===== src/rtl/uart_stream_bridge_pkg.sv =====
// Shared definitions for the uart <-> valid/ready stream bridge:
// default sizes, TX sequencer state encodings and a sizing helper.
package uart_stream_bridge_pkg;

  localparam int unsigned DEF_DATA_WIDTH = 8;
  localparam int unsigned DEF_RX_DEPTH   = 16;
  localparam int unsigned DEF_TX_DEPTH   = 16;

  typedef enum logic [1:0] {
    TX_IDLE  = 2'd0,
    TX_START = 2'd1,
    TX_WAIT  = 2'd2
  } tx_state_e;

  function automatic int unsigned max_depth(input int unsigned a, input int unsigned b);
    return (a > b) ? a : b;
  endfunction

endpackage


===== src/rtl/uart_stream_bridge_if.sv =====
// Valid/ready stream pair between the bridge (slave) and an on-chip consumer (master).
interface uart_stream_bridge_if
  import uart_stream_bridge_pkg::*;
#(
  parameter int unsigned DATA_WIDTH = DEF_DATA_WIDTH
);
  logic [DATA_WIDTH-1:0] rx_data;
  logic                  rx_valid;
  logic                  rx_ready;
  logic [DATA_WIDTH-1:0] tx_data;
  logic                  tx_valid;
  logic                  tx_ready;

  modport master (
    input  rx_data,
    input  rx_valid,
    output rx_ready,
    output tx_data,
    output tx_valid,
    input  tx_ready
  );

  modport slave (
    output rx_data,
    output rx_valid,
    input  rx_ready,
    input  tx_data,
    input  tx_valid,
    output tx_ready
  );
endinterface


===== src/rtl/sync_fifo.sv =====
// First-word-fall-through synchronous FIFO with occupancy counter.
// A push while full is accepted only if a pop frees the slot in the same cycle.
module sync_fifo #(
  parameter int unsigned WIDTH = 8,
  parameter int unsigned DEPTH = 16,
  parameter int unsigned LVL_W = $clog2(DEPTH) + 1
) (
  input  logic             clk,
  input  logic             rst,
  input  logic             push,
  input  logic [WIDTH-1:0] wdata,
  input  logic             pop,
  output logic [WIDTH-1:0] rdata,
  output logic             full,
  output logic             empty,
  output logic [LVL_W-1:0] level
);
  localparam int unsigned AW = $clog2(DEPTH);
  localparam int unsigned LW = AW + 1;

  logic [WIDTH-1:0] mem_q [DEPTH];
  logic [AW-1:0]    wptr_q, rptr_q;
  logic [LW-1:0]    level_q;
  logic             push_ok, pop_ok;

  assign full    = (level_q == LW'(DEPTH));
  assign empty   = (level_q == '0);
  assign pop_ok  = pop && !empty;
  assign push_ok = push && (!full || pop_ok);
  assign rdata   = mem_q[rptr_q];
  assign level   = LVL_W'(level_q);

  always_ff @(posedge clk or posedge rst) begin
    if (rst) begin
      for (int i = 0; i < int'(DEPTH); i++) mem_q[i] <= '0;
      wptr_q  <= '0;
      rptr_q  <= '0;
      level_q <= '0;
    end else begin
      if (push_ok) begin
        mem_q[wptr_q] <= wdata;
        wptr_q        <= wptr_q + AW'(1);
      end
      if (pop_ok) rptr_q <= rptr_q + AW'(1);
      if (push_ok && !pop_ok)      level_q <= level_q + LW'(1);
      else if (pop_ok && !push_ok) level_q <= level_q - LW'(1);
    end
  end

endmodule


===== src/rtl/uart_stream_bridge.sv =====
// Buffered bridge between the uart core byte handshake and a valid/ready stream:
// RX capture with sticky overflow, TX sequencer that waits for busy before re-issuing.
module uart_stream_bridge
  import uart_stream_bridge_pkg::*;
#(
  parameter int unsigned DATA_WIDTH = DEF_DATA_WIDTH,
  parameter int unsigned RX_DEPTH   = DEF_RX_DEPTH,
  parameter int unsigned TX_DEPTH   = DEF_TX_DEPTH,
  parameter int unsigned LVL_W      = $clog2(max_depth(RX_DEPTH, TX_DEPTH)) + 1
) (
  input  logic                  clk,
  input  logic                  rst,
  input  logic                  uart_rdy,
  input  logic [DATA_WIDTH-1:0] uart_dout,
  output logic                  uart_rdy_clr,
  input  logic                  uart_tx_busy,
  output logic                  uart_wr_en,
  output logic [DATA_WIDTH-1:0] uart_din,
  uart_stream_bridge_if.slave   strm,
  output logic [LVL_W-1:0]      rx_level,
  output logic [LVL_W-1:0]      tx_level,
  output logic                  rx_overflow,
  input  logic                  ovf_clr
);
  logic                  capture, rx_pop, rx_full, rx_empty;
  logic                  tx_push, tx_issue, tx_full, tx_empty;
  logic [DATA_WIDTH-1:0] tx_head;
  tx_state_e             tx_state_q;

  // clr is high the cycle after a capture, so the same character is never taken twice
  assign capture = uart_rdy && !uart_rdy_clr;
  assign rx_pop  = strm.rx_valid && strm.rx_ready;

  sync_fifo #(
    .WIDTH (DATA_WIDTH),
    .DEPTH (RX_DEPTH),
    .LVL_W (LVL_W)
  ) u_rx_fifo (
    .clk   (clk),
    .rst   (rst),
    .push  (capture),
    .wdata (uart_dout),
    .pop   (rx_pop),
    .rdata (strm.rx_data),
    .full  (rx_full),
    .empty (rx_empty),
    .level (rx_level)
  );

  assign strm.rx_valid = !rx_empty;

  always_ff @(posedge clk or posedge rst) begin
    if (rst) begin
      uart_rdy_clr <= 1'b0;
      rx_overflow  <= 1'b0;
    end else begin
      uart_rdy_clr <= capture;
      if (capture && rx_full && !rx_pop) rx_overflow <= 1'b1;
      else if (ovf_clr)                  rx_overflow <= 1'b0;
    end
  end

  assign strm.tx_ready = !tx_full;
  assign tx_push       = strm.tx_valid && strm.tx_ready;
  assign tx_issue      = (tx_state_q == TX_IDLE) && !tx_empty && !uart_tx_busy;

  sync_fifo #(
    .WIDTH (DATA_WIDTH),
    .DEPTH (TX_DEPTH),
    .LVL_W (LVL_W)
  ) u_tx_fifo (
    .clk   (clk),
    .rst   (rst),
    .push  (tx_push),
    .wdata (strm.tx_data),
    .pop   (tx_issue),
    .rdata (tx_head),
    .full  (tx_full),
    .empty (tx_empty),
    .level (tx_level)
  );

  // WAIT holds off the next issue until the core has shown busy for this character
  always_ff @(posedge clk or posedge rst) begin
    if (rst) begin
      tx_state_q <= TX_IDLE;
      uart_wr_en <= 1'b0;
      uart_din   <= '0;
    end else begin
      unique case (tx_state_q)
        TX_IDLE: begin
          if (tx_issue) begin
            uart_din   <= tx_head;
            uart_wr_en <= 1'b1;
            tx_state_q <= TX_START;
          end
        end
        TX_START: begin
          uart_wr_en <= 1'b0;
          tx_state_q <= uart_tx_busy ? TX_IDLE : TX_WAIT;
        end
        TX_WAIT: begin
          uart_wr_en <= 1'b0;
          if (uart_tx_busy) tx_state_q <= TX_IDLE;
        end
        default: begin
          uart_wr_en <= 1'b0;
          tx_state_q <= TX_IDLE;
        end
      endcase
    end
  end

endmodule

===== src/flat_wrapper.sv =====
// flat-port wrapper written by rule: the top's interface ports become plain ports
module uart_stream_bridge_flat import uart_stream_bridge_pkg::*;
#(
  parameter int unsigned DATA_WIDTH = DEF_DATA_WIDTH,
  parameter int unsigned RX_DEPTH   = DEF_RX_DEPTH,
  parameter int unsigned TX_DEPTH   = DEF_TX_DEPTH,
  parameter int unsigned LVL_W      = $clog2(max_depth(RX_DEPTH, TX_DEPTH)) + 1
)
  (clk, rst, uart_rdy, uart_dout, uart_rdy_clr, uart_tx_busy, uart_wr_en, uart_din, rx_level, tx_level, rx_overflow, ovf_clr, strm_rx_data, strm_rx_valid, strm_rx_ready, strm_tx_data, strm_tx_valid, strm_tx_ready);
  uart_stream_bridge_if #(.DATA_WIDTH(DATA_WIDTH)) strm_i ();
  input  logic clk;
  input  logic rst;
  input  logic uart_rdy;
  input  logic [DATA_WIDTH-1:0] uart_dout;
  output logic uart_rdy_clr;
  input  logic uart_tx_busy;
  output logic uart_wr_en;
  output logic [DATA_WIDTH-1:0] uart_din;
  output logic [LVL_W-1:0] rx_level;
  output logic [LVL_W-1:0] tx_level;
  output logic rx_overflow;
  input  logic ovf_clr;
  output wire logic [$bits(strm_i.rx_data)-1:0] strm_rx_data;
  output wire logic [$bits(strm_i.rx_valid)-1:0] strm_rx_valid;
  input wire logic [$bits(strm_i.rx_ready)-1:0] strm_rx_ready;
  input wire logic [$bits(strm_i.tx_data)-1:0] strm_tx_data;
  input wire logic [$bits(strm_i.tx_valid)-1:0] strm_tx_valid;
  output wire logic [$bits(strm_i.tx_ready)-1:0] strm_tx_ready;
  assign strm_rx_data = strm_i.rx_data;
  assign strm_rx_valid = strm_i.rx_valid;
  assign strm_i.rx_ready = strm_rx_ready;
  assign strm_i.tx_data = strm_tx_data;
  assign strm_i.tx_valid = strm_tx_valid;
  assign strm_tx_ready = strm_i.tx_ready;
  uart_stream_bridge #(.DATA_WIDTH(DATA_WIDTH), .RX_DEPTH(RX_DEPTH), .TX_DEPTH(TX_DEPTH), .LVL_W(LVL_W)) u_core (.clk(clk), .rst(rst), .uart_rdy(uart_rdy), .uart_dout(uart_dout), .uart_rdy_clr(uart_rdy_clr), .uart_tx_busy(uart_tx_busy), .uart_wr_en(uart_wr_en), .uart_din(uart_din), .strm(strm_i), .rx_level(rx_level), .tx_level(tx_level), .rx_overflow(rx_overflow), .ovf_clr(ovf_clr));
endmodule

===== config.mk =====
export PLATFORM = sky130hd
export DESIGN_NAME = uart_stream_bridge_flat
export DESIGN_NICKNAME = d
export VERILOG_FILES = /design/src/rtl/uart_stream_bridge_pkg.sv /design/src/rtl/uart_stream_bridge_if.sv /design/src/rtl/sync_fifo.sv /design/src/rtl/uart_stream_bridge.sv /design/src/flat_wrapper.sv
export SDC_FILE = /design/constraint.sdc
export NUM_CORES = 1
export LEC_CHECK = 0
export ABC_AREA = 1
export CAP_MARGIN = 20
export CORE_MARGIN = 5
export CORE_UTILIZATION = 40
export DETAILED_ROUTE_END_ITERATION = 16
export MAX_ROUTING_LAYER = met4
export PLACE_DENSITY = 0.7
export SETUP_SLACK_MARGIN = 0.05
export SLEW_MARGIN = 20
export SYNTH_ARGS = -nofsm -noshare
export SYNTH_HDL_FRONTEND = slang
export SYNTH_SLANG_ARGS = --single-unit

===== constraint.sdc =====
create_clock -name clk -period 10.34 [get_ports clk]
set_clock_uncertainty 0.15 [all_clocks]
set_input_delay 1.551 -clock clk [delete_from_list [all_inputs] [get_ports clk]]
set_output_delay 1.551 -clock clk [all_outputs]
set_load 0.005 [all_outputs]

# After elaboration in Yosys (flattened, before gate mapping)

Index checks and enable logic that the tools add are counted.

Divide/modulo/power cells: 0
$mul: 0
Equal/unequal tests: 6
Reduce and logical (&&, ||, !) cells: 38
Shifts and indexed selects: 0
$add $sub $neg: 8
Bitwise gates (word level): 4
Multiplexer cells: 24
Magnitude comparators: 6

Operator list:

| kind                                                                 | number |
|---|---|
| 128-bit bitwise mux                                                  | 2 |
| 8-bit binary-select mux with 4-bit select                            | 2 |
| 8-bit demux with 4-bit select                                        | 2 |
| 8-bit two-way mux                                                    | 6 |
| 5-bit greater-or-equal comparator, second input constant             | 4 |
| 5-bit two-way mux                                                    | 4 |
| 4-bit inverter with 5-bit output                                     | 4 |
| 1-bit logical AND                                                    | 17 |
| 4-bit by 1-bit adder with 4-bit output, second input constant        | 4 |
| 1-bit zero test                                                      | 11 |
| 5-bit by 1-bit adder with 5-bit output, second input constant        | 2 |
| 5-bit == test, second input constant                                 | 2 |
| 5-bit zero test                                                      | 2 |
| 5-bit by 1-bit < comparator with 1-bit output, second input constant | 2 |
| 5-bit by 1-bit subtractor with 5-bit output, second input constant   | 2 |
| 2-bit two-way mux                                                    | 3 |
| 2-bit case mux with 3 select lines                                   | 1 |
| 2-bit nonzero test                                                   | 3 |
| 1-bit two-way mux                                                    | 4 |
| 2-bit != test, second input constant                                 | 2 |
| 2-bit AND reduction                                                  | 2 |
| 2-bit by 1-bit == test with 1-bit output, second input constant      | 1 |
| 2-bit == test, second input constant                                 | 1 |
| 2-bit zero test                                                      | 1 |
| 1-bit logical OR                                                     | 2 |

Input bits: 23
ROM bits: 0
Bits in latches: 0
Register bits: 295
RAM bits: 0
Memories: 0

# Depth between registers and ports, before layout

Gate-level depths: netlist of the first run.

Depth in word-level cells: 11
Depth in mapped cells: 15
Depth with buffers taken out: 14

# Modules after synthesis

Synthesis of the first run repeated with hierarchy kept, for this count alone.

Cells, all modules: 2219
Area, all modules: 16224.3 um2

Modules (own cells, without submodules):

| module                        | cells each | area an instance (um2) | times used |
|---|---|---|---|
| sync_fifo at u_core.u_tx_fifo | 1080       | 7835.0                 | 1 |
| sync_fifo at u_core.u_rx_fifo | 1080       | 7833.8                 | 1 |
| uart_stream_bridge            | 59         | 555.5                  | 1 |

# Least setup slack after synthesis of the first run

OpenSTA, ideal clock, no wires.

Path type: input -> register
From: input strm_rx_ready
To: register u_core.u_rx_fifo.level_q[4], in the netlist u_core.u_rx_fifo.level[4]
Data arrival time: 3.250 ns
Library setup time: 0.121 ns
Setup slack: 6.818 ns
Path buffers: 1
Stages on the path: 14
Cell sequence: nor2_1 > nand2_1 > buf_4 > nand2_1 > inv_1 > ha_1 > inv_1 > ha_1 > a21oi_1 > nand2_1 > a21oi_1 > o21ai_0 > nand2_1 > nand2_1

Word-level cells in the longest chain between the ends: 7

Ends and longest elaborated chain:

| item                         | RTL line                 | text |
|---|---|---|
| start: declaration           | flat_wrapper.sv:25       | `input wire logic [$bits(strm_i.rx_ready)-1:0] strm_rx_ready;` |
| 1-bit logical AND (*)        | uart_stream_bridge.sv:32 | `assign rx_pop = strm.rx_valid && strm.rx_ready;` |
| 1-bit logical AND (*)        | sync_fifo.sv:28          | `assign pop_ok = pop && !empty;` |
| 1-bit logical OR (*)         | sync_fifo.sv:29          | `assign push_ok = push && (!full \|\| pop_ok);` |
| 1-bit logical AND (*)        | sync_fifo.sv:29          |  |
| via u_core.u_rx_fifo.push_ok | sync_fifo.sv:24          | `logic push_ok, pop_ok;` |
| 1-bit zero test              | sync_fifo.sv:46          | `else if (pop_ok && !push_ok) level_q <= level_q - LW'(1);` |
| 1-bit logical AND            | sync_fifo.sv:46          |  |
| 2-bit nonzero test (no line) | n/a                      |  |
| end signal: assignment       | sync_fifo.sv:45          | `if (push_ok && !pop_ok) level_q <= level_q + LW'(1);` |
| end signal: assignment       | sync_fifo.sv:46          |  |
| end: declaration             | sync_fifo.sv:23          | `logic [LW-1:0] level_q;` |

Mark *: on every way through the listed nets, which the timed path passes. The rest lies on a longest branch.
A chain may end at the register's enable or synchronous reset.

# Worst setup path in the final report of the first run

From: register u_core.u_rx_fifo.rptr_q[0]
To: output strm_rx_data[1]

Word-level cells in the longest chain between the ends: 4

Ends and longest elaborated chain:

| item                                                   | RTL line           | text |
|---|---|---|
| start: declaration                                     | sync_fifo.sv:22    | `logic [AW-1:0] wptr_q, rptr_q;` |
| start signal: assignment                               | sync_fifo.sv:44    | `if (pop_ok) rptr_q <= rptr_q + AW'(1);` |
| 4-bit inverter with 5-bit output (implied by the code) | sync_fifo.sv:30    | `assign rdata = mem_q[rptr_q];` |
| 8-bit binary-select mux with 4-bit select              | sync_fifo.sv:30    |  |
| 8-bit two-way mux (implied by the code) (2 in series)  | sync_fifo.sv:30    |  |
| end: declaration                                       | flat_wrapper.sv:23 | `output wire logic [$bits(strm_i.rx_data)-1:0] strm_rx_data;` |

No other way between the ends. The select of a mux whose other input is x is not followed.

==> results of run 1 <==
[critical path, cell delays in order, from the launching register on]
cell and delay [ns]:
dfrtp_1 0.38, inv_2 0.38, buf_4 0.51, nor2_1 0.08
nor2_1 0.11, o21ai_0 0.13, o211ai_1 0.22, nand3_1 0.15
nand2_1 0.13, clkdlybuf4s50_1 0.52
[registers in the layout, indices dropped and copies added (netlist names)]
signal	flops
u_core.u_rx_fifo.mem_q	128
u_core.uart_din	8
u_core.tx_state_q	2
u_core.uart_rdy_clr	1
u_core.u_tx_fifo.mem_q	128
u_core.u_rx_fifo.wptr_q	4
u_core.u_tx_fifo.rptr_q	4
u_core.u_rx_fifo.level	5
u_core.uart_wr_en	1
u_core.u_tx_fifo.wptr_q	4
u_core.u_tx_fifo.level	5
u_core.rx_overflow	1
u_core.u_rx_fifo.rptr_q	4
[kinds of logic after synthesis]
| logic type | Yosys count |
|---|---|
| flops | 295 |
| buf+inv | 285 |
| compound gates | 117 |
| xor+xnor | 12 |
| fa+ha+maj | 20 |
| simple gates | 1334 |
[final timing paths]
kind | to | slack, ns | depth (start not counted)
worst min register to register | u_core.u_rx_fifo.mem_q[25] | 0.31 | 2
worst min-delay path | u_core.u_rx_fifo.mem_q[25] | 0.31 | 2
max in group asynchronous | u_core.u_rx_fifo.rptr_q[1] | 7.01 | 3
worst max register to register | u_core.u_tx_fifo.level[4] | 6.69 | 13
worst max-delay path | strm_rx_data[1] | 5.45 | 9
min in group asynchronous | u_core.u_tx_fifo.level[2] | 1.44 | 2
[metal layers]
layer | GRT usage [%] | up-vias
met5 | - | -
met4 | 6.86 | 0
met3 | 3.04 | 99
met2 | 30.5 | 539
met1 | 28.0 | 6694
li1 | - | 6723
[power breakdown]
part	leakage, nW	internal [mW]	total, mW	switching (mW)
clock network	0.574	0.800	1.30	0.498
registers	3.83	1.65	2.01	0.358
logic	4.37	0.751	2.13	1.38
[metrics by stage]
stage / power [mW] / hold slack (ns) / setup WS (ns) / instance area [um2]
after floorplan: 3.46 / 0.287 / 0.492 / 15700
after global placement: 4.06 / 0.298 / 5.60 / 16200
after detailed placement: 4.12 / 0.303 / 5.58 / 16200
after CTS: 5.44 / 0.317 / 5.46 / 17400
after global routing: 5.84 / 0.334 / 5.29 / 17400
final: 5.44 / 0.315 / 5.45 / 17400
[Yosys cell counts (all sizes together)]
master,count
nor3,1
a21oi,8
o21ai,74
xor2,6
buf,91
nor2,130
o211ai,34
o22ai,1
inv,133
clkinv,2
fa,2
xnor2,6
nand4,256
dfrtp,295
nand2,794
nor4,2
nor3b,1
ha,18
nand3,150
clkbuf,59
[cell type report]
cell class	count	area (um2)
Fill cell	3827	21400
Sequential cell	295	7390
Multi-Input combinational cell	1483	7000
Clock buffer	48	997
Tap cell	518	648
Timing Repair Buffer	62	608
Inverter	135	518
Clock inverter	12	200
==> flow_summary.ini, run 1 <==
[global_routing]
overflow = 0
grt_pass1_vias = 13147
grt_pass1_wl_um = 71000
grt.total_usage_pct = 20.2
antenna_found_initial = 0
grt_max_degree = 167

[worst_setup_path]
path_max_fanout = 41
reg2reg_from = u_core.u_tx_fifo.level[0]
critPathKind = reg -> out
cp_data_required_time_ns = 8.64
start_kind = flip-flop
startpoint = u_core.u_rx_fifo.rptr_q[0]
crit_arrival_ns = 3.19
crit_path_end_kind = output port

[finish]
layout.cells.non_filler = 2553
num_antenna_cells = 0
final_common_cell = nand2_1
utilization_pct = 44.8
nets = 2055
layout_common_cells = 792 x nand2_1, 293 x dfrtp_1, 256 x nand4_1
area_delta_synth_final_pct = 10.5
drive_above_1_share_pct = 5.11

[power]
ir_worst_vdd_v = 0.000196
cellLeakagePower_nw = 8.78
power_density_nw_per_um2 = 313

[drt]
post_drt_wl_per_cell_um = 17.2
vias_per_cell = 5.51
route.final.wire_length_um = 43900
via_count = 14055
drt_iter0_markers = 1471
highest_layer = met4
ant_nets = 0
wl_met2_um = 20000
wl_met1_um = 19500
wl_met3_um = 3060
drc = 0
firstDrtPassIters = 5

[sta]
grt_setup_unrepaired = false
min_period_over_period_pct = 47.3
setup_viol = 0
setup_tns_ns = 0
final-hold-violation-count = 0
max_freq_mhz = 204
worstMarginPinSlew_ns = 1.13
min_period_ns = 4.89
maxSlewViolCount = 0
max_slew_margin_pct = 24.4

[clock_network]
cts_buffer_depth = 3
cts_hold_buf = 0
path_clk_slew_ns = 0.06
cts_tree = built
cts_resized = 0
cts_setup_buffers = 0
cts.sink_count = 295
htreeDepth = 2
clock_latency_ns = 0.54
cts-root-buf = clkbuf_16
numCtsBuffers = 35

[floorplanning]
core_um2 = 38700
pin_count = 54
dieArea_um2 = 43300
die_x_um = 208
row_count = 72
fp.dieH_um = 208
start_util_pct = 40.5

[logic_synthesis]
ys_ff_latch = 295
synthAdderAreaFrac_pct = 1.69
synth_top_family_by_area = simple AND/OR/NAND/NOR gates
yosysTopAreaCell = dfrtp_1
synth.yosys.warnings = 0
synthCells = 2063
postSynthNetCount = 2106
yosys.area_share.simple_pct = 37.8
ys_types = 26
synth_area_um2 = 15700
yosysSeqAreaShare_pct = 47.0
synth_xor_area_share_pct = 0.669
synth_area_leaders = dfrtp_1 47%, nand2_1 19%, nand4_1 10%
synth_top_area_share_pct = 47.0
avgSynthCellArea_um2 = 7.61
synthMuxAreaShare_pct = 0
synth_compound_area_share_pct = 4.28

[worst_hold_path]
hp-class = reg -> reg
hp-start = u_core.u_rx_fifo.mem_q[25]

[placement]
dp_hpwl_um = 26200
placed_cells = 2493
finalWeightedCongestion = 0.909
io_buffers = 53

[flow_run]
max-cap-violations = 0

[run_status]
outcome = finished, final reports clean
(Power assumes the default switching activity.)
==> run 2, diff against run 1 <==
Settings changed: PLACE_DENSITY 0.7 to 0.68.
Clock period 10.34 ns to 5.02 ns, I/O delays scaled along.
==> flow_summary.ini, run 2 (same netlist as run 1, synthesis figures left out) <==
[sta]
min_period_over_period_pct = 76.4
worstMarginPinSlew_ns = 1.16
setup_viol = 0
max_slew_margin_pct = 22.6
min_period_ns = 3.84
worst_slack_ns = 1.18
max_freq_mhz = 261
maxSlewViolCount = 0
setup_tns_ns = 0
grt_setup_unrepaired = false
final-hold-violation-count = 0

[drt]
post_drt_wl_per_cell_um = 17.3
drt_iter0_markers = 1577
firstDrtPassIters = 6
drc = 0
route.final.wire_length_um = 44100
via_count = 13999
ant_nets = 0
vias_per_cell = 5.48

[worst_setup_path]
max_stage_delay_ns = 1.09
crit_path_end_kind = output port
slowest_stage = dfrtp_2
crit_arrival_ns = 2.93
path_max_fanout = 67
start_kind = flip-flop
cp_data_required_time_ns = 4.12
worstPathCellList = o21ai_0 -> o211ai_1 -> nand3_1 -> nand2_1 -> clkdlybuf4s50_1
critPathKind = reg -> out

[global_routing]
grt_max_degree = 146
grt_pass1_wl_um = 72400
overflow = 0
antenna_found_initial = 0
grt_pass1_vias = 13223
grt.total_usage_pct = 20.6

[finish]
seq_area_um2 = 7380
num_antenna_cells = 0
fillers = 3864
drive_above_1_share_pct = 5.11
multi_input_area_um2 = 7000
top_regs = u_core.u_rx_fifo.mem_q (128), u_core.u_tx_fifo.mem_q (128), u_core.uart_din (8)
utilization_pct = 44.6
nets = 2059
area_delta_synth_final_pct = 9.93
layout_common_cells = 792 x nand2_1, 293 x dfrtp_1, 256 x nand4_1
final_common_cell = nand2_1

[clock_network]
cts_resized = 0
cts_setup_buffers = 0
cts-root-buf = clkbuf_16
numCtsBuffers = 34
cts_buffer_depth = 3
path_clk_slew_ns = 0.06
cts_hold_buf = 0
cts_tree = built
cts.sink_count = 295
htreeDepth = 2
clock_latency_ns = 0.54

[run_status]
outcome = finished, final reports clean

[placement]
finalWeightedCongestion = 0.866
place_ws_ns = 1.51
dp_hpwl_um = 26600
io_buffers = 53

[floorplanning]
row_count = 72
die_x_um = 208
dieArea_um2 = 43300
fp.dieH_um = 208
pin_count = 54
core_um2 = 38700
start_util_pct = 40.5

[worst_hold_path]
hp-class = reg -> reg

[power]
cellLeakagePower_nw = 8.74
power_density_nw_per_um2 = 631
ir_worst_vdd_v = 0.000359

[flow_run]
max-cap-violations = 0
==> run 2: changes by cell type in the layout (fill, tap and decap cells not counted), moves of 2 or more <==
cell       before  now
buf_4           9   11
buf_12          1    4
bufinv_16       5    0
clkbuf_1        8   10
inv_6           0    2
clkbuf_16      37   35
clkbuf_8        3    5
==> run 2: final timing paths <==
kind,slack (ns),depth (start not counted),startpoint,end
min in group asynchronous,0.64,3,rst,u_core.u_rx_fifo.mem_q[28]
worst min-delay path,0.32,2,u_core.u_rx_fifo.mem_q[123],u_core.u_rx_fifo.mem_q[123]
worst max-delay path,1.18,5,u_core.u_rx_fifo.rptr_q[1],strm_rx_data[7]
worst min register to register,0.32,2,u_core.u_rx_fifo.mem_q[123],u_core.u_rx_fifo.mem_q[123]
max in group asynchronous,3.44,3,rst,u_core.tx_state_q[0]
worst max register to register,1.78,12,u_core.u_tx_fifo.level[0],u_core.u_tx_fifo.level[4]
==> run 2: metal layers <==
metal	track usage [%]	wire [um]	vias up
li1	-	-	6723
met1	28.2	19200	6658
met2	31.5	20700	539
met3	3.74	3130	79
met4	6.21	1140	0
met5	-	0	-
==> run 2: cell type report <==
type,instances,area share (%)
clock buffer,50,5.69
clock inverter,7,0.297
inverter,135,2.98
multi-input combinational,1483,40.5
sequential,295,42.8
tap,518,3.76
timing repair buffer,67,3.96
==> run 2: critical path, delay by kind of cell, from the launching register on <==
| kind | cells | cell delay, ns |
|---|---|---|
| AOI/OAI and AO/OA | 2 | 0.50 |
| buffers and inverters | 1 | 0.52 |
| DFF | 1 | 1.09 |
| and+or+nand+nor | 2 | 0.27 |
==> run 2: report_power, final <==
part	total (mW)	internal, mW	switching (mW)
logic	4.39	1.57	2.82
registers	4.16	3.40	0.761
clock network	2.34	1.36	0.985
total	10.9	6.33	4.56
==> run 2: through the flow <==
step | total power, mW | area [um2] | instances | hold slack [ns]
detailed placement | 8.52 | 16200 | 2498 | 0.304
global route | 11.8 | 17300 | 2555 | 0.331
floorplan | 7.13 | 15700 | 2063 | 0.287
CTS | 10.9 | 17300 | 2555 | 0.318
finish | 10.9 | 17300 | 2555 | 0.316
global placement | 8.41 | 16200 | 2498 | 0.298
==> run 3, diff against run 2 <==
Clock period 5.02 ns to 3.54 ns, I/O delays scaled along.
==> flow_summary.ini, run 3 (same netlist as run 1, synthesis figures left out) <==
[floorplanning]
row_count = 72
start_util_pct = 40.5
die_x_um = 208
fp.dieH_um = 208
dieArea_um2 = 43300
core_um2 = 38700
pin_count = 54

[placement]
dpl_cell_area_um2 = 16300
io_buffers = 53
placed_cells = 2504
place_ws_ns = 0.453
finalWeightedCongestion = 0.913
dp_hpwl_um = 26700

[global_routing]
overflow = 0
grt_max_degree = 153
grt_pass1_vias = 13518
grt.total_usage_pct = 20.4
antenna_found_initial = 0
grt_pass1_wl_um = 72400

[worst_setup_path]
crit_arrival_ns = 2.64
start_kind = flip-flop
r2r_slack_ns = 0.66
slowest_stage = clkdlybuf4s50_1
cp_top_family = buffers and inverters
crit_path_end_kind = output port
cp_data_required_time_ns = 2.86
worstPathCellList = clkinv_2 -> buf_12 -> buf_4 -> nor2_1 -> o211ai_1 -> nand3_1 -> nand2_1 -> clkdlybuf4s50_1
reg2reg_from = u_core.u_tx_fifo.level[0]
worstSetupEndpoint = strm_rx_data[6]
rr_endpoint = u_core.u_tx_fifo.level[4]
reg2regPathDepth = 13
critPathKind = reg -> out
path_max_fanout = 42
startpoint = u_core.u_rx_fifo.rptr_q[0]
path_buf_inv = 4
path_depth = 8
max_stage_delay_ns = 0.51

[power]
comb_power_share_pct = 39.4
sw_frac_of_total_pct = 40.9
seqPwrFrac_pct = 36.5
ir_worst_vdd_v = 0.000561
finalPower_mw = 16.1
cellLeakagePower_nw = 8.88
internal_power_mw = 9.51
p_switching_mw = 6.57
power_density_nw_per_um2 = 917
power_frac_clock_pct = 24.1

[sta]
worst_slack_ns = 0.222
grt_setup_unrepaired = false
final-hold-violation-count = 0
fin_hold_ws_ns = 0.279
min_period_ns = 3.32
setup_viol = 0
max_freq_mhz = 301
maxSlewViolCount = 0
max_slew_margin_pct = 24.2
min_period_over_period_pct = 93.7
worstMarginPinSlew_ns = 1.13

[clock_network]
numCtsBuffers = 35
path_clk_slew_ns = 0.06
cts-root-buf = clkbuf_16
htreeDepth = 2
cts_buffer_depth = 3
cts_hold_buf = 0
cts_tree = built
cts_setup_buffers = 0
clock_latency_ns = 0.52
cts.sink_count = 295

[drt]
drc = 0
post_drt_wl_per_cell_um = 17.4
ant_nets = 0
drt_iter0_markers = 1659
route.final.wire_length_um = 44500
via_count = 14200
vias_per_cell = 5.53
firstDrtPassIters = 7

[finish]
final_common_cell = nand2_1
fin_area_um2 = 17500
num_antenna_cells = 0
top_regs = u_core.u_rx_fifo.mem_q (128), u_core.u_tx_fifo.mem_q (128), u_core.uart_din (8)
area_delta_synth_final_pct = 11.7
fillers = 3857
drive_above_1_share_pct = 5.71
nets = 2066
layout_common_cells = 792 x nand2_1, 293 x dfrtp_1, 256 x nand4_1
layout.cells.non_filler = 2566

[worst_hold_path]
hp-class = in -> reg

[flow_run]
max-cap-violations = 0

[run_status]
outcome = finished, final reports clean
-- run 3: what timing repair did --
item / CTS / global route
setup endpoints to repair: 0 / 8
resized for setup: 0 / 3
endpoints found under the hold margin: 0 / 0
-- run 3: area by class of cell --
cell class | count | area, um2 | area share (%)
flip-flops and latches | 295 | 7390 | 42.1
multi-input cells | 1483 | 7000 | 39.9
clock buffers | 49 | 1000 | 5.70
repair buffers | 73 | 757 | 4.32
well taps | 518 | 648 | 3.70
inverters | 135 | 514 | 2.93
clock inverters | 13 | 233 | 1.33
-- run 3: worst reg2reg max path, cell delays in order, from the launching register on --
cell     delay, ns
dfrtp_1       0.45
nor4_2        0.43
nand2_4       0.09
nand2_1       0.19
inv_1         0.13
ha_1          0.21
inv_1         0.19
ha_1          0.31
a21oi_1       0.15
nand2_1       0.09
a21oi_1       0.16
o21ai_0       0.11
nand2_1       0.07
nand2_1       0.04
-- run 3: through the flow --
stage	utilization [%]	TNS, ns
4_1_cts	45.2	0
3_5_place_dp	42.1	0
3_3_place_gp	42.1	0
5_1_grt	45.3	0
2_1_floorplan	-	-312.15
6_report	45.3	0
-- run 3: power groups by stage --
| stage | sequential [mW] | combinational [mW] | clock (mW) |
|---|---|---|---|
| CTS | 5.84 | 6.31 | 3.93 |
| floorplan | 5.52 | 4.58 | 0 |
| detailed placement | 5.86 | 6.28 | 0 |
| global placement | 5.85 | 6.13 | 0 |
| global route | 6.04 | 7.18 | 4.08 |
| finish | 5.87 | 6.34 | 3.87 |
-- run 3: worst min-delay path by stage --
stage / slack [ns] / endpoint / depth (start not counted) / from
6_report: 0.28 / u_core.u_tx_fifo.wptr_q[0] / 4 / strm_tx_valid
5_1_grt: 0.32 / u_core.u_tx_fifo.wptr_q[0] / 4 / strm_tx_valid
3_3_place_gp: 0.30 / u_core.u_rx_fifo.mem_q[27] / 2 / u_core.u_rx_fifo.mem_q[27]
3_5_place_dp: 0.30 / u_core.u_rx_fifo.mem_q[74] / 2 / u_core.u_rx_fifo.mem_q[74]
4_1_cts: 0.28 / u_core.u_tx_fifo.wptr_q[0] / 4 / strm_tx_valid
2_1_floorplan: 0.29 / u_core.u_rx_fifo.mem_q[104] / 2 / u_core.u_rx_fifo.mem_q[104]
-- run 3: routing by layer --
metal | global-route usage (%) | share of wire (%)
met2 | 31.6 | 46
met1 | 27.9 | 44
met3 | 2.92 | 6.5
met4 | 6.64 | 3.2
met5 | - | 0
